<file path="config.mk">
export PLATFORM = sky130hd
export DESIGN_NAME = sync_cs_decoder_flat
export DESIGN_NICKNAME = d
export VERILOG_FILES = /design/src/rtl/sync_cs_decoder_if.sv /design/src/rtl/sync_cs_decoder.sv /design/src/flat_wrapper.sv
export SDC_FILE = /design/constraint.sdc
export NUM_CORES = 1
export LEC_CHECK = 0
export ABC_AREA = 0
export BUFFER_PORTS_ARGS = -buffer_cell sky130_fd_sc_hd__buf_2
export CORE_UTILIZATION = 46
export DETAILED_ROUTE_END_ITERATION = 10
export PLACE_DENSITY = 0.69
export SLEW_MARGIN = 20
export SYNTH_ARGS = -nofsm -noshare
export SYNTH_HDL_FRONTEND = slang
export SYNTH_SLANG_ARGS = --single-unit
</file>
<file path="constraint.sdc">
create_clock -name clk -period 1.85 [get_ports clk]
set_input_delay 0.2775 -clock clk [delete_from_list [all_inputs] [get_ports clk]]
set_output_delay 0.2775 -clock clk [all_outputs]
set_load 0.1 [all_outputs]
</file>
<file path="src/rtl/sync_cs_decoder_if.sv">
// Request and chip-select bundle between the bus sequencer (master) and sync_cs_decoder (slave).
interface sync_cs_decoder_if #(
  parameter int unsigned SEL_W = 3
);
  localparam int unsigned N = 2 ** SEL_W;

  logic             req_valid;
  logic [SEL_W-1:0] req_sel;
  logic             req_ready;
  logic [N-1:0]     y;
  logic             active;
  logic [SEL_W-1:0] cur_sel;

  modport master (
    output req_valid, req_sel,
    input  req_ready, y, active, cur_sel
  );

  modport slave (
    input  req_valid, req_sel,
    output req_ready, y, active, cur_sel
  );
endinterface

</file>
<file path="src/rtl/sync_cs_decoder.sv">
// Registered SEL_W-to-2**SEL_W active-low chip-select decoder with break-before-make dead time.
// Optional macro SYNC_CS_DECODER_MIN_ACTIVE_EN adds a minimum-active hold before retargeting.
module sync_cs_decoder #(
  parameter int unsigned SEL_W       = 3,
  parameter int unsigned DEAD_CYCLES = 1,
  parameter int unsigned MIN_ACTIVE  = 2
) (
  input  logic             clk,
  input  logic             rst_n,
  input  logic             g1,
  input  logic             ng2a,
  input  logic             ng2b,
  sync_cs_decoder_if.slave bus
);
  localparam int unsigned N = 2 ** SEL_W;

  typedef enum logic [1:0] {StIdle, StDead, StActive} state_e;

  state_e           state_q, state_d;
  logic [3:0]       cnt_q, cnt_d;
  logic [SEL_W-1:0] cur_sel_q, cur_sel_d;
  logic [N-1:0]     y_q, y_d;
  logic             active_q, active_d;
  logic             en, ready, accept;
  logic             start, enter_active;
`ifdef SYNC_CS_DECODER_MIN_ACTIVE_EN
  logic [3:0]       hold_q, hold_d;
`endif

  if (DEAD_CYCLES > 15) begin : g_dead_range
    $error("DEAD_CYCLES must be in 0..15");
  end
  if (MIN_ACTIVE < 1 || MIN_ACTIVE > 15) begin : g_min_range
    $error("MIN_ACTIVE must be in 1..15");
  end

  assign en     = g1 & ~ng2a & ~ng2b;
  assign accept = bus.req_valid & ready & en;

  always_ff @(posedge clk or negedge rst_n) begin
    if (!rst_n) begin
      state_q   <= StIdle;
      cnt_q     <= '0;
      cur_sel_q <= '0;
      y_q       <= '1;
      active_q  <= 1'b0;
`ifdef SYNC_CS_DECODER_MIN_ACTIVE_EN
      hold_q    <= '0;
`endif
    end else begin
      state_q   <= state_d;
      cnt_q     <= cnt_d;
      cur_sel_q <= cur_sel_d;
      y_q       <= y_d;
      active_q  <= active_d;
`ifdef SYNC_CS_DECODER_MIN_ACTIVE_EN
      hold_q    <= hold_d;
`endif
    end
  end

  always_comb begin
    state_d      = state_q;
    cnt_d        = cnt_q;
    cur_sel_d    = cur_sel_q;
    y_d          = y_q;
    active_d     = active_q;
    start        = 1'b0;
    enter_active = 1'b0;
`ifdef SYNC_CS_DECODER_MIN_ACTIVE_EN
    hold_d       = (hold_q != 4'd0) ? hold_q - 4'd1 : 4'd0;
`endif

    unique case (state_q)
      StIdle: begin
        start = accept;
      end
      StDead: begin
        if (!en) begin
          state_d  = StIdle;
          cnt_d    = '0;
          y_d      = '1;
          active_d = 1'b0;
        end else begin
          cnt_d = cnt_q - 4'd1;
          if (cnt_q == 4'd1) begin
            state_d         = StActive;
            y_d             = '1;
            y_d[cur_sel_q]  = 1'b0;
            active_d        = 1'b1;
            enter_active    = 1'b1;
          end
        end
      end
      StActive: begin
        // Enable loss wins over any request; same-index requests are absorbed silently.
        if (!en) begin
          state_d  = StIdle;
          y_d      = '1;
          active_d = 1'b0;
        end else if (accept && (bus.req_sel != cur_sel_q)) begin
          start = 1'b1;
        end
      end
      default: begin
        state_d  = StIdle;
        y_d      = '1;
        active_d = 1'b0;
      end
    endcase

    if (start) begin
      cur_sel_d = bus.req_sel;
      y_d       = '1;
      active_d  = 1'b0;
      if (DEAD_CYCLES == 0) begin
        // Old select released and new one driven in the same edge: never two-cold.
        state_d           = StActive;
        y_d[bus.req_sel]  = 1'b0;
        active_d          = 1'b1;
        enter_active      = 1'b1;
      end else begin
        state_d = StDead;
        cnt_d   = 4'(DEAD_CYCLES);
      end
    end

`ifdef SYNC_CS_DECODER_MIN_ACTIVE_EN
    if (enter_active) begin
      hold_d = 4'(MIN_ACTIVE);
    end else if (state_d == StIdle) begin
      hold_d = '0;
    end
`endif
  end

  always_comb begin
    ready = (state_q != StDead);
`ifdef SYNC_CS_DECODER_MIN_ACTIVE_EN
    if ((state_q == StActive) && (hold_q != 4'd0)) begin
      ready = 1'b0;
    end
`endif
  end

  assign bus.req_ready = ready;
  assign bus.y         = y_q;
  assign bus.active    = active_q;
  assign bus.cur_sel   = cur_sel_q;

endmodule

</file>
<file path="src/flat_wrapper.sv">
// flat-port wrapper written by rule: the top's interface ports become plain ports
module sync_cs_decoder_flat 
#(
  parameter int unsigned SEL_W       = 3,
  parameter int unsigned DEAD_CYCLES = 1,
  parameter int unsigned MIN_ACTIVE  = 2
)
  (clk, rst_n, g1, ng2a, ng2b, bus_req_valid, bus_req_sel, bus_req_ready, bus_y, bus_active, bus_cur_sel);
  sync_cs_decoder_if #(.SEL_W(SEL_W)) bus_i ();
  input  logic clk;
  input  logic rst_n;
  input  logic g1;
  input  logic ng2a;
  input  logic ng2b;
  input wire logic [$bits(bus_i.req_valid)-1:0] bus_req_valid;
  input wire logic [$bits(bus_i.req_sel)-1:0] bus_req_sel;
  output wire logic [$bits(bus_i.req_ready)-1:0] bus_req_ready;
  output wire logic [$bits(bus_i.y)-1:0] bus_y;
  output wire logic [$bits(bus_i.active)-1:0] bus_active;
  output wire logic [$bits(bus_i.cur_sel)-1:0] bus_cur_sel;
  assign bus_i.req_valid = bus_req_valid;
  assign bus_i.req_sel = bus_req_sel;
  assign bus_req_ready = bus_i.req_ready;
  assign bus_y = bus_i.y;
  assign bus_active = bus_i.active;
  assign bus_cur_sel = bus_i.cur_sel;
  sync_cs_decoder #(.SEL_W(SEL_W), .DEAD_CYCLES(DEAD_CYCLES), .MIN_ACTIVE(MIN_ACTIVE)) u_core (.clk(clk), .rst_n(rst_n), .g1(g1), .ng2a(ng2a), .ng2b(ng2b), .bus(bus_i));
endmodule
</file>
==> reports/metrics.yaml <==
synthesis:
  synth_top_area_cell: "dfrtp_1"
  yosysSeqAreaShare: 0.462
  avgSynthCellArea_um2: 12.4
  syn_nets: 87
  syn_inst: 76
  yosysWarnings: 0
  syn_area_um2: 943
  synth_top_area_frac: 0.239
  yosys_register_bits: 17
  synth.top_cells.by_area: "dfrtp_1, dfstp_2, mux2_2"
  ys_types: 32
route:
  drt_drc_violations_left: 0
  detail_route.vias_per_cell: 5.31
  wire_per_inst_um: 14.0
  vias: 743
  drtIter0Drc: 3
  first_pass_iters: 5
  wl_um: 1960
  ant_nets: 0
timing:
  fmax_mhz: 549
  max-slew-margin-rel: 0.678
  rsz0062_at_grt: "yes"
  hold_viol: 0
  fin_setup_tns_ns: 0
  setup_viol: 0
  final.setup.worst_slack_ns: 0.0286
  slew_violations: 0
  final.setup_skew_ns: 0.00509
  tightest_slew_ns: 0.487
  post-route-period-util: 0.985
  fin_crit_ns: 1.82
power_and_ir_drop:
  power-per-cell-area_nw_per_um2: 807
  leakage_nw: 0.539
  total_power_mw: 1.01
  ir_drop_mv: 0.680
placed_design:
  place_congestion: 0.805
  place_ws_ns: 0.0503
  dpl_cell_area_um2: 1170
  dp_hpwl_um: 1420
  portBuffers: 21
clock_network:
  clock_sinks: 17
  cts_tree: "built"
  cts_buffer_depth: 2
  clkLatencyLatePin_ns: 0.29
  cts.htree.levels: 1
  numCtsBuffers: 3
  clock-root-buffer: "clkbuf_4"
  clkSlewWorstSetupHoldPaths_ns: 0.10
floorplan:
  die_w_um: 47.3
  dieArea_um2: 2240
  start_util: 0.486
  rows: 16
  die_height_um: 47.3
  core-area_um2: 1940
  io_pins: 22
global_routing:
  grt_max_degree: 18
  grt_usage: 0.186
  antenna_found_initial: 0
  grt_remaining_overflow: 0
  grt_first_pass_wirelength_um: 2840
  grt_pass1_vias: 652
setup_path:
  worstSetupStartpointType: "flip-flop"
  cp_max_fo: 4
  reg2reg_slack_ns: 0.03
  critical_path_class: "reg2reg"
  cp-end-kind: "flip-flop"
  cp.required_ns: 2.07
  crit_arrival_ns: 2.05
finish:
  areaGrowthSynthToFinish_pct: 32.9
  final_util: 0.646
  final_nets: 125
  drive_gt1_frac: 0.637
  n_antenna_cell: 0
  fin_area_um2: 1250
worst_hold_path:
  hold_path.class: "in2reg"
run_status:
  status: "finished clean"
flow_run:
  drv_cap: 0
placed cells by master, fill, tap and decap left out, types with 2 or more instances in the layout:
cell type,count
buf_4,13
nand4b_1,3
clkbuf_4,3
buf_2,20
dfstp_2,8
a31o_2,2
or4b_1,2
mux2_2,11
xnor2_2,3
inv_1,2
ha_1,2
nor2_1,7
nand2_1,3
nand3_1,2
dfrtp_4,4
dfrtp_1,5
layer usage:
layer	global-route usage	routed length, um	part of all wire
met5	0	0	0
met4	0.0857	23	0.012
met3	0.0231	49	0.025
met2	0.334	1070	0.54
met1	0.216	824	0.42
report_power, final:
group | internal, mW | switching, mW | leakage [nW] | total, mW
combinational | 0.133 | 0.235 | 0.325 | 0.368
clock | 0.0804 | 0.119 | 0.0177 | 0.199
sequential | 0.411 | 0.0339 | 0.195 | 0.445
cell type report:
type                       count  area, um^2
fill                         177         688
multi-input combinational     53         474
sequential                    17         450
timing repair buffer          36         253
tap                           27        33.8
clock buffer                   3        22.5
inverter                       3        15.0
clock inverter                 1        5.00
metrics by stage:
| step | hold WS, ns | std cells |
|---|---|---|
| 2_1_floorplan | -0.0181 | 76 |
| 3_3_place_gp | 0.212 | 131 |
| 3_5_place_dp | 0.220 | 131 |
| 4_1_cts | 0.274 | 136 |
| 5_1_grt | 0.269 | 140 |
| 6_report | 0.270 | 140 |
state kept, by name (all words and copies together), names as in the netlist:
| register | cells |
|---|---|
| u_core.bus.y | 8 |
| u_core.cnt_q | 4 |
| u_core.bus.cur_sel | 3 |
| u_core.bus.active | 1 |
| u_core.state_q | 1 |
what timing repair did:
action / CTS / global route
endpoints found under the hold margin: 9 / 0
cloned: 0 / 1
hold buffers: 1 / 0
setup buffers: 0 / 3
gates resized for setup: 1 / 0
endpoints found under the setup margin: 1 / 7
pin swaps: 0 / 3
path summary, 6_finish.rpt:
kind | from | end | depth (start not counted)
max | u_core.bus.active | u_core.bus.y[5] | 6
max in group asynchronous | rst_n | u_core.bus.y[6] | 2
min reg2reg | u_core.cnt_q[3] | u_core.cnt_q[3] | 1
min in group asynchronous | rst_n | u_core.cnt_q[3] | 2
max reg2reg | u_core.bus.active | u_core.bus.y[5] | 6
min | bus_req_sel[0] | u_core.bus.cur_sel[0] | 2
critical path, stage by stage (launching register included):
cell and delay (ns):
dfrtp_4 0.48, and2b_2 0.26, clkinvlp_4 0.09, a211o_1 0.28
o311ai_4 0.12, clkbuf_16 0.22, mux2_2 0.32
cells in the mapped netlist:
| cell type | count |
|---|---|
| a211o_1 | 1 |
| a21o_1 | 1 |
| a21oi_1 | 1 |
| a31o_2 | 2 |
| a31oi_1 | 1 |
| and2b_1 | 1 |
| buf_2 | 1 |
| buf_6 | 2 |
| dfrtp_1 | 9 |
| dfstp_2 | 8 |
| ha_1 | 2 |
| inv_1 | 3 |
| mux2_1 | 1 |
| mux2_2 | 11 |
| mux2i_1 | 1 |
| nand2_1 | 3 |
| nand3_1 | 2 |
| nand3b_1 | 1 |
| nand4_1 | 1 |
| nand4_2 | 1 |
| nand4b_1 | 3 |
| nor2_1 | 7 |
| nor3b_1 | 1 |
| o211ai_1 | 1 |
| o21a_1 | 1 |
| o21ai_0 | 1 |
| o311ai_4 | 1 |
| o31ai_1 | 1 |
| or3b_1 | 1 |
| or4_1 | 1 |
| or4b_1 | 2 |
| xnor2_2 | 3 |
cell families after synthesis:
| group | Yosys count | synth area share |
|---|---|---|
| compound gates | 11 | 0.105 |
| fa+ha+maj | 2 | 0.0265 |
| xor+xnor | 3 | 0.0517 |
| mux | 13 | 0.154 |
| flops | 17 | 0.462 |
| buf+inv | 6 | 0.0411 |
| simple gates | 24 | 0.161 |
Note: power is estimated with default switching activity, not from simulation.
